### src/rtl/sdram_pixel_writer.sv
// Packs an 8-bit pixel stream into 32-bit words and drains them to the SDRAM controller in CMD_WRITE bursts.
// Optional flush of partial data is built when SDRAM_WRITER_FLUSH_EN is defined.

module sdram_pixel_writer_lane (
  input  logic       clk,
  input  logic       rst_n,
  input  logic       ld,
  input  logic [7:0] d,
  output logic [7:0] q
);
  always_ff @(posedge clk or negedge rst_n)
    if (!rst_n)  q <= '0;
    else if (ld) q <= d;
endmodule

module sdram_pixel_writer #(
  parameter int BURST_LENGTH = 8,
  parameter int FIFO_DEPTH   = 16,
  parameter int FRAME_WORDS  = 96000,
  parameter int ADDR_WIDTH   = 22
) (
  input  logic                            clk,
  input  logic                            rst_n,
  input  logic [7:0]                      i_Pixel,
  input  logic                            i_Pixel_Valid,
  output logic                            o_Pixel_Ready,
  input  logic                            i_Flush,
  output logic                            o_Req,
  input  logic                            i_Grant,
  output logic [1:0]                      o_Command,
  output logic [ADDR_WIDTH-1:0]           o_Data_Address,
  output logic [31:0]                     o_Data_Write,
  input  logic                            i_Data_Write_Done,
  output logic                            o_Frame_Done,
  output logic [$clog2(FIFO_DEPTH):0]     o_Fifo_Used
);
  localparam int PW = $clog2(FIFO_DEPTH);
  localparam int UW = PW + 1;
  localparam logic [1:0]            CMD_IDLE  = 2'd0;
  localparam logic [1:0]            CMD_WRITE = 2'd1;
  localparam logic [UW-1:0]         BL_U      = UW'(BURST_LENGTH);
  localparam logic [ADDR_WIDTH-1:0] LAST_ADDR = ADDR_WIDTH'(FRAME_WORDS - 1);

  typedef enum logic [1:0] {S_IDLE, S_REQ, S_BURST} state_t;

  state_t          state;
  logic [1:0]      byte_idx;
  logic [2:0][7:0] lane_q;
  logic [31:0]     mem [FIFO_DEPTH];
  logic [UW-1:0]   wr_ptr, rd_ptr, used, burst_cnt;
  logic            full, accept, push, pop, pad_push;
  logic [31:0]     push_word, pad_word;

  assign used         = wr_ptr - rd_ptr;
  assign full         = (used == UW'(FIFO_DEPTH));
  assign o_Fifo_Used  = used;
  assign accept       = i_Pixel_Valid && o_Pixel_Ready;
  assign pop          = (state == S_BURST) && i_Data_Write_Done;
  assign o_Data_Write = mem[rd_ptr[PW-1:0]];

  // Byte lanes 0..2 hold the partial word; lane 3 goes straight from i_Pixel into the FIFO.
  for (genvar k = 0; k < 3; k++) begin : g_lane
    sdram_pixel_writer_lane u_lane (
      .clk  (clk),
      .rst_n(rst_n),
      .ld   (accept && (byte_idx == 2'(k))),
      .d    (i_Pixel),
      .q    (lane_q[k])
    );
  end

`ifdef SDRAM_WRITER_FLUSH_EN
  logic flush_pend;

  // Lanes at or above byte_idx hold stale bytes from an earlier word; zero them.
  always_comb begin
    pad_word = '0;
    for (int k = 0; k < 3; k++)
      if (2'(k) < byte_idx) pad_word[8*k +: 8] = lane_q[k];
  end

  // A full burst takes priority over padding, so the pad never lands in a full FIFO.
  assign pad_push      = (state == S_IDLE) && flush_pend && (byte_idx != 2'd0) && (used < BL_U);
  assign o_Pixel_Ready = !((byte_idx == 2'd3) && full) && !(flush_pend && (byte_idx != 2'd0));
`else
  logic unused_flush;
  assign unused_flush  = i_Flush;
  assign pad_word      = '0;
  assign pad_push      = 1'b0;
  assign o_Pixel_Ready = !((byte_idx == 2'd3) && full);
`endif

  assign push      = (accept && (byte_idx == 2'd3)) || pad_push;
  assign push_word = pad_push ? pad_word : {i_Pixel, lane_q[2], lane_q[1], lane_q[0]};

  always_ff @(posedge clk or negedge rst_n)
    if (!rst_n) begin
      byte_idx <= '0;
      wr_ptr   <= '0;
      rd_ptr   <= '0;
    end else begin
      if (pad_push)    byte_idx <= '0;
      else if (accept) byte_idx <= byte_idx + 2'd1;
      if (push) wr_ptr <= wr_ptr + 1'b1;
      if (pop)  rd_ptr <= rd_ptr + 1'b1;
    end

  always_ff @(posedge clk)
    if (push) mem[wr_ptr[PW-1:0]] <= push_word;

  always_ff @(posedge clk or negedge rst_n)
    if (!rst_n) begin
      state          <= S_IDLE;
      o_Req          <= 1'b0;
      o_Command      <= CMD_IDLE;
      o_Data_Address <= '0;
      o_Frame_Done   <= 1'b0;
      burst_cnt      <= '0;
`ifdef SDRAM_WRITER_FLUSH_EN
      flush_pend     <= 1'b0;
`endif
    end else begin
      o_Frame_Done <= 1'b0;
      case (state)
        S_IDLE: begin
          if (used >= BL_U) begin
            o_Req     <= 1'b1;
            burst_cnt <= BL_U - 1'b1;
            state     <= S_REQ;
          end
`ifdef SDRAM_WRITER_FLUSH_EN
          else if (flush_pend && (byte_idx == 2'd0)) begin
            flush_pend <= 1'b0;
            if (used != '0) begin
              o_Req     <= 1'b1;
              burst_cnt <= used - 1'b1;
              state     <= S_REQ;
            end
          end
`endif
        end
        S_REQ:
          if (i_Grant) begin
            o_Command <= CMD_WRITE;
            state     <= S_BURST;
          end
        S_BURST:
          // Grant is not re-examined here: once started, the burst runs to completion.
          if (i_Data_Write_Done) begin
            if (o_Data_Address == LAST_ADDR) begin
              o_Data_Address <= '0;
              o_Frame_Done   <= 1'b1;
            end else begin
              o_Data_Address <= o_Data_Address + 1'b1;
            end
            if (burst_cnt == '0) begin
              o_Command <= CMD_IDLE;
              o_Req     <= 1'b0;
              state     <= S_IDLE;
            end else begin
              burst_cnt <= burst_cnt - 1'b1;
            end
          end
        default: state <= S_IDLE;
      endcase
`ifdef SDRAM_WRITER_FLUSH_EN
      if (i_Flush) flush_pend <= 1'b1;
`endif
    end

endmodule

### config.mk
export PLATFORM = sky130hd
export DESIGN_NAME = sdram_pixel_writer
export DESIGN_NICKNAME = d
export VERILOG_FILES = /design/src/rtl/sdram_pixel_writer.sv
export SDC_FILE = /design/constraint.sdc
export NUM_CORES = 1
export LEC_CHECK = 0
export CELL_PAD_IN_SITES_DETAIL_PLACEMENT = 0
export CELL_PAD_IN_SITES_GLOBAL_PLACEMENT = 1
export CORE_MARGIN = 4
export CORE_UTILIZATION = 55
export DETAILED_ROUTE_END_ITERATION = 8
export DONT_BUFFER_PORTS = 1
export GPL_ROUTABILITY_DRIVEN = 0
export PLACE_DENSITY_LB_ADDON = 0.08
export RECOVER_POWER = 50
export SLEW_MARGIN = 20
export SYNTH_ARGS = -nofsm -noshare
export SYNTH_HDL_FRONTEND = slang
export SYNTH_SLANG_ARGS = --single-unit
export TNS_END_PERCENT = 10
### constraint.sdc
create_clock -name clk -period 7 [get_ports clk]
set_input_delay 0.35 -clock clk [delete_from_list [all_inputs] [get_ports clk]]
set_output_delay 0.35 -clock clk [all_outputs]
set_load 0.05 [all_outputs]
* After elaboration in Yosys (flattened, before gate mapping)
Memory sizes are Yosys's and may differ from the RTL's.
Cells that the tools add are included.
** Cells by class
- Eq/ne operators :: 12
- Reductions and logical operators :: 18
- Add/subtract/negate cells :: 6
- Muxes and demuxes :: 21
- Order comparisons :: 1
** Operators with widths (count)
- 22-bit by 1-bit adder with 22-bit output (second input constant) :: 1
- 22-bit by 17-bit equality test with 1-bit output (second input constant) :: 1
- 22-bit two-way mux :: 1
- 4-bit AND reduction :: 4
- 5-bit two-way mux :: 3
- 5-bit by 1-bit adder with 5-bit output (second input constant) :: 2
- 2-bit two-way mux :: 5
- 5-bit one-hot mux with 2 select lines :: 1
- 1-bit two-way mux :: 8
- 2-bit inequality test (second input constant) :: 4
- 1-bit logical AND :: 7
- 2-bit equality test (second input constant) :: 3
- 2-bit one-hot mux with 3 select lines :: 1
- 5-bit equality test (second input constant) :: 1
- 5-bit by 4-bit greater-or-equal comparator with 1-bit output (second input constant) :: 1
- 5-bit zero test :: 1
- 5-bit by 1-bit subtractor with 5-bit output (second input constant) :: 1
- 5-bit subtractor :: 1
- 2-bit by 1-bit equality test with 1-bit output (second input constant) :: 2
- 2-bit zero test :: 2
- 2-bit one-hot mux with 2 select lines :: 1
- 2-bit nonzero test :: 2
- 2-bit by 1-bit adder with 2-bit output (second input constant) :: 1
- 2-bit by 1-bit inequality test with 1-bit output (second input constant) :: 1
- other kinds (3) :: 3
** Storage, ports and cells
- Memory bits (writable) :: 512
- Input port bits :: 14
- Bits in registers :: 69
- Output and inout bits :: 64
- Memories :: 1
** Memories
- mem :: depth 16, width 32, rd ports 1, clocked after memory_dff 0, write ports 1, RTL line 49 : logic [31:0] mem [FIFO_DEPTH];

* Logic depth before layout (Yosys ltp)
- Depth in word-level cells :: 8
- Mapped depth :: 12

* Modules after synthesis
Synthesis repeated with hierarchy kept, for this count alone.
** Second synthesis, totals
- Cell total of the unflattened synthesis :: 1021
- Area total of the unflattened synthesis :: 22709.3 um^2
** Modules (own cells, without submodules)
- sdram_pixel_writer :: instances 1, sequential area each 16475.8 um^2, cells an instance 970, area an instance 21714.6 um^2
- sdram_pixel_writer_lane :: instances 3, sequential area each 200.2 um^2, cells an instance 17, area an instance 331.6 um^2

* Worst setup path before layout
No wires, ideal clock.
- Path type :: register to register
- Start point :: reg rd_ptr[1]
- End point :: mem mem[0][0] (enable)
- Buffers on the path :: 4
- Stages on the path, launching flop included :: 12
- Arrival time :: 6.114 ns
- Setup slack :: 0.385 ns
- Data required time :: 6.498 ns
- Path through :: dfrtp_1 clkbuf_1 clkbuf_1 inv_1 fa_1 xor2_2 nor3_1 mux2_2 buf_6 a21bo_1 buf_6 nor4_1
** Between the ends
- Word-level cells in the longest chain between the ends :: 8
** RTL lines
- start: declaration :: RTL line 50 : logic [UW-1:0] wr_ptr, rd_ptr, used, burst_cnt;
- start signal: assignment :: RTL line 105 : if (pop) rd_ptr <= rd_ptr + 1'b1;
- 5-bit subtractor :: RTL line 54 : assign used = wr_ptr - rd_ptr;
- net o_Fifo_Used[2] :: RTL line 35 : output logic [$clog2(FIFO_DEPTH):0] o_Fifo_Used
- 5-bit equality test :: RTL line 55 : assign full = (used == UW'(FIFO_DEPTH));
- 1-bit logical AND :: RTL line 90 : assign o_Pixel_Ready = !((byte_idx == 2'd3) && full);
- 1-bit zero test :: RTL line 90
- 1-bit logical AND :: RTL line 57 : assign accept = i_Pixel_Valid && o_Pixel_Ready;
- 1-bit logical AND :: RTL line 93 : assign push = (accept && (byte_idx == 2'd3)) || pad_push;
- 1-bit two-way mux :: RTL line 109 : if (push) mem[wr_ptr[PW-1:0]] <= push_word;
- 1-bit two-way mux (not written as such) :: RTL line 109
- end: declaration :: RTL line 49
The timed path passes the listed nets, and every way through them passes these cells.

==> run_summary.xml <==
<?xml version="1.0" encoding="UTF-8"?>
<metrics>
  <group name="synthesis">
    <metric name="postSynthNetCount" unit="">1062</metric>
    <metric name="ys_seq_elements" unit="">580</metric>
    <metric name="yosys.area.top_type" unit="">sky130_fd_sc_hd__edfxtp_1</metric>
    <metric name="synth.yosys.seq_area_share" unit="%">75.6</metric>
    <metric name="netlist-cell-type-count" unit="">43</metric>
    <metric name="synth.yosys.warnings" unit="">0</metric>
    <metric name="synth.cell_area" unit="sq um">22600</metric>
    <metric name="synth_enable_flop_cells" unit="">512</metric>
    <metric name="synth.top_cells.by_area" unit="">sky130_fd_sc_hd__edfxtp_1, sky130_fd_sc_hd__mux4_2, sky130_fd_sc_hd__dfrtp_1, sky130_fd_sc_hd__mux2_2, sky130_fd_sc_hd__ha_1</metric>
    <metric name="avgSynthCellArea" unit="sq um">21.9</metric>
    <metric name="synth_instances" unit="">1031</metric>
    <metric name="synth_top_area_share" unit="%">68.1</metric>
    <metric name="async_flop_share" unit="%">11.7</metric>
    <metric name="ys_flop_type" unit="">sky130_fd_sc_hd__edfxtp_1</metric>
  </group>
  <group name="clock_tree">
    <metric name="cts-root-to-sink-buffers" unit="">3</metric>
    <metric name="cts-root-buf" unit="">sky130_fd_sc_hd__clkbuf_16</metric>
    <metric name="postCtsResizedCells" unit="">0</metric>
    <metric name="clk_pin_slew_worst_paths" unit="ns">0.06</metric>
    <metric name="cts_buffers" unit="">55</metric>
    <metric name="clkSinkCount" unit="">580</metric>
    <metric name="htreeDepth" unit="">2</metric>
    <metric name="worst_skew_pair.late_latency" unit="ns">0.60</metric>
    <metric name="tritoncts" unit="">yes</metric>
    <metric name="post-cts-setup-buffers" unit="">0</metric>
  </group>
  <group name="route">
    <metric name="vias_per_cell" unit="">6.14</metric>
    <metric name="drcViolationCount" unit="">0</metric>
    <metric name="detailroute.via_count" unit="">10200</metric>
    <metric name="drt_wl_total" unit="microns">45500</metric>
    <metric name="routed_wire_length_per_instance" unit="microns">27.4</metric>
    <metric name="drt_iter0_drc" unit="">794</metric>
    <metric name="detail-route-antenna-nets" unit="">0</metric>
    <metric name="drtPass1Iterations" unit="">5</metric>
  </group>
  <group name="critical_path">
    <metric name="worst-path-max-fanout" unit="">68</metric>
    <metric name="path_buf_inv" unit="">2</metric>
    <metric name="critPathArrivalTime" unit="ns">3.86</metric>
    <metric name="cpMaxStageDelayCell" unit="">sky130_fd_sc_hd__clkbuf_1</metric>
    <metric name="critical_path.cell_chain" unit="">dlygate4sd3_1 &gt; clkbuf_1</metric>
    <metric name="worstSetupEndpointType" unit="">async pin</metric>
    <metric name="cp_data_required_time" unit="ns">6.11</metric>
    <metric name="crit_path_start_kind" unit="">input port</metric>
    <metric name="critical_path.top_delay_family" unit="">buffers and inverters</metric>
    <metric name="critPathKind" unit="">input port to async pin</metric>
    <metric name="worst_path_largest_cell_delay" unit="ns">2.93</metric>
  </group>
  <group name="pwr">
    <metric name="power.ir.vdd_worst" unit="mV">0.438</metric>
    <metric name="pwr_density_cell" unit="nW/um^2">429</metric>
    <metric name="leakage_power_of_the_design" unit="nW">8.24</metric>
  </group>
  <group name="outcome">
    <metric name="failed_checks" unit="">max-capacitance violations, max-slew violations</metric>
    <metric name="run_status" unit="">finished with violations</metric>
  </group>
  <group name="grt">
    <metric name="global_route_wire_length_before_repair" unit="microns">69600</metric>
    <metric name="grt_pass1_vias" unit="">10900</metric>
    <metric name="globalRoute.totalOverflow" unit="">0</metric>
    <metric name="global_route_usage_sum" unit="%">21.2</metric>
    <metric name="grt_antenna_before_repair" unit="">1</metric>
    <metric name="grt_max_degree" unit="">69</metric>
  </group>
  <group name="die">
    <metric name="floorplan.initialDensity" unit="%">56.2</metric>
    <metric name="std_cell_rows" unit="">73</metric>
    <metric name="core-area" unit="sq um">40200</metric>
    <metric name="design.die.area" unit="sq um">44400</metric>
    <metric name="number_of_top_level_design_ports" unit="">78</metric>
    <metric name="die_y" unit="microns">211</metric>
    <metric name="chipWidth" unit="microns">211</metric>
  </group>
  <group name="sta">
    <metric name="timing.fmax" unit="MHz">210</metric>
    <metric name="slew-limit-headroom" unit="%">-181</metric>
    <metric name="layout_worst_path_cycle_share" unit="%">67.9</metric>
    <metric name="finalHoldViolCount" unit="">0</metric>
    <metric name="slew_limit_fails" unit="">69</metric>
    <metric name="finalSetupViolations" unit="">0</metric>
    <metric name="timing.setup.tns" unit="ns">0</metric>
    <metric name="worst_slew_pin_slew" unit="ns">4.22</metric>
    <metric name="post-route-min-period" unit="ns">4.75</metric>
    <metric name="setup_repair_after_global_routing_missed_its_margin" unit="">false</metric>
    <metric name="finClkSkew" unit="ns">0.0195</metric>
  </group>
  <group name="placed_design">
    <metric name="dpl.hpwl" unit="microns">25200</metric>
    <metric name="port_buffers" unit="">0</metric>
    <metric name="placed_cells" unit="">1544</metric>
  </group>
  <group name="layout">
    <metric name="layout-area-overhead-vs-synth" unit="%">11.9</metric>
    <metric name="finalNetCount" unit="">1120</metric>
    <metric name="final_cells" unit="">1661</metric>
    <metric name="final_layout_size_suffix_gt1_share" unit="%">29.0</metric>
  </group>
  <group name="min_path">
    <metric name="hold_path.class" unit="">input port to flop</metric>
  </group>
  <group name="flow_run">
    <metric name="cap_viol_max_count" unit="">1</metric>
  </group>
</metrics>
layout by cell type, fill, tap and decap left out, types with 18 or more instances in the layout:
master	Yosys	layout
sky130_fd_sc_hd__nand2_1	27	27
sky130_fd_sc_hd__mux2_2	29	29
sky130_fd_sc_hd__mux4_2	160	160
sky130_fd_sc_hd__xnor2_1	19	18
sky130_fd_sc_hd__clkbuf_1	23	24
sky130_fd_sc_hd__nor2_1	22	22
sky130_fd_sc_hd__dfrtp_1	68	65
sky130_fd_sc_hd__buf_4	2	36
sky130_fd_sc_hd__edfxtp_1	512	512
sky130_fd_sc_hd__clkbuf_16	0	56
sky130_fd_sc_hd__nand3_1	18	18
synthesized netlist by cell type, types with 2 or more instances:
master,instances
sky130_fd_sc_hd__inv_1,15
sky130_fd_sc_hd__nor2_1,22
sky130_fd_sc_hd__xnor2_1,19
sky130_fd_sc_hd__and3_1,7
sky130_fd_sc_hd__nor4_1,5
sky130_fd_sc_hd__edfxtp_1,512
sky130_fd_sc_hd__buf_6,2
sky130_fd_sc_hd__buf_1,6
sky130_fd_sc_hd__nand2b_1,2
sky130_fd_sc_hd__a22oi_1,2
sky130_fd_sc_hd__o21a_1,2
sky130_fd_sc_hd__nor4b_1,2
sky130_fd_sc_hd__nor3_1,16
sky130_fd_sc_hd__o21ai_0,10
sky130_fd_sc_hd__buf_2,14
sky130_fd_sc_hd__xor2_1,13
sky130_fd_sc_hd__a21o_1,2
sky130_fd_sc_hd__mux4_2,160
sky130_fd_sc_hd__ha_1,16
sky130_fd_sc_hd__nand2_1,27
sky130_fd_sc_hd__dfrtp_1,68
sky130_fd_sc_hd__a21oi_2,3
sky130_fd_sc_hd__a21oi_1,7
sky130_fd_sc_hd__mux2_2,29
sky130_fd_sc_hd__nand4_1,9
sky130_fd_sc_hd__nand3b_1,2
sky130_fd_sc_hd__nand3_1,18
sky130_fd_sc_hd__buf_4,2
sky130_fd_sc_hd__or3_1,2
sky130_fd_sc_hd__a22o_1,2
sky130_fd_sc_hd__clkbuf_1,23
registers in the layout (all words and copies together) (netlist names):
signal,cells
state,2
wr_ptr,5
g_lane.u_lane.q,24
o_Command,1
byte_idx,2
rd_ptr,5
o_Data_Address,22
burst_cnt,5
o_Frame_Done,1
mem,512
o_Req,1
final cells by class:
class                      count  area (sq um)
clock inverter                19           183
antenna                        1          2.50
clock buffer                  84          1560
tap                          525           657
inverter                      16          60.1
sequential                   580         17100
multi-input combinational    387          5320
fill                        2792         14900
timing repair buffer          49           412
metrics by stage:
stage | cell area [sq um] | hold slack (ns) | utilization (%) | total power, mW | setup slack [ns]
2_1_floorplan | 22600 | 0.0544 | - | 7.36 | 0.385
3_3_place_gp | 23400 | 0.0565 | 58.2 | 8.05 | 2.52
3_5_place_dp | 23400 | 0.0566 | 58.2 | 8.10 | 2.51
4_1_cts | 25300 | 0.00114 | 62.9 | 11.0 | 2.46
5_1_grt | 25300 | 0.0240 | 62.9 | 11.3 | 1.39
6_report | 25300 | 0.0347 | 62.9 | 10.8 | 2.25
metal layers:
metal  GRT usage [%]  vias up  wire length (microns)
met4            4.52        0                    753
met2            34.4      268                  22800
met3            4.19       53                   2420
li1                -     4376                      -
met5               0        -                      0
met1            30.8     5508                  19600
kinds of logic (layout without fill, tap and decap cells):
group                    after synthesis  count (layout)  share of synthesized area, %
adder cells (fa/ha/maj)               17              17                         0.975
other                                  1               2                        0.0166
flip-flops                           580             580                          75.6
AND/OR/NAND/NOR                      115             115                          2.49
multiplexers                         189             189                          17.4
AO/OA/AOI/OAI                         32              32                         0.925
buffers and inverters                 64             168                          1.29
XOR/XNOR                              33              33                          1.31
path summary, 6_finish.rpt:
path                       slack [ns]  cells after the start                  to              start
setup / recovery                 2.25                      2           rd_ptr[1]              rst_n
setup reg to reg                 2.52                      9          mem[2][16]          rd_ptr[0]
hold reg to reg                  0.49                      1        burst_cnt[1]       burst_cnt[1]
min in group asynchronous        1.77                      2  o_Data_Address[17]              rst_n
max in group clk                 2.52                      9          mem[2][16]          rd_ptr[0]
hold / removal                   0.03                      2            state[1]  i_Data_Write_Done
power breakdown:
group	total (mW)	leakage, nW	switching (mW)	internal, mW
clock network	2.86	0.849	1.22	1.64
logic	3.08	1.94	1.87	1.21
registers	4.90	5.46	0.540	4.36
timing repair:
action,CTS,global route
hold buffers,12,0
endpoints found under the setup margin,0,0
endpoints found under the hold margin,223,0
(Power assumes the default switching activity.)
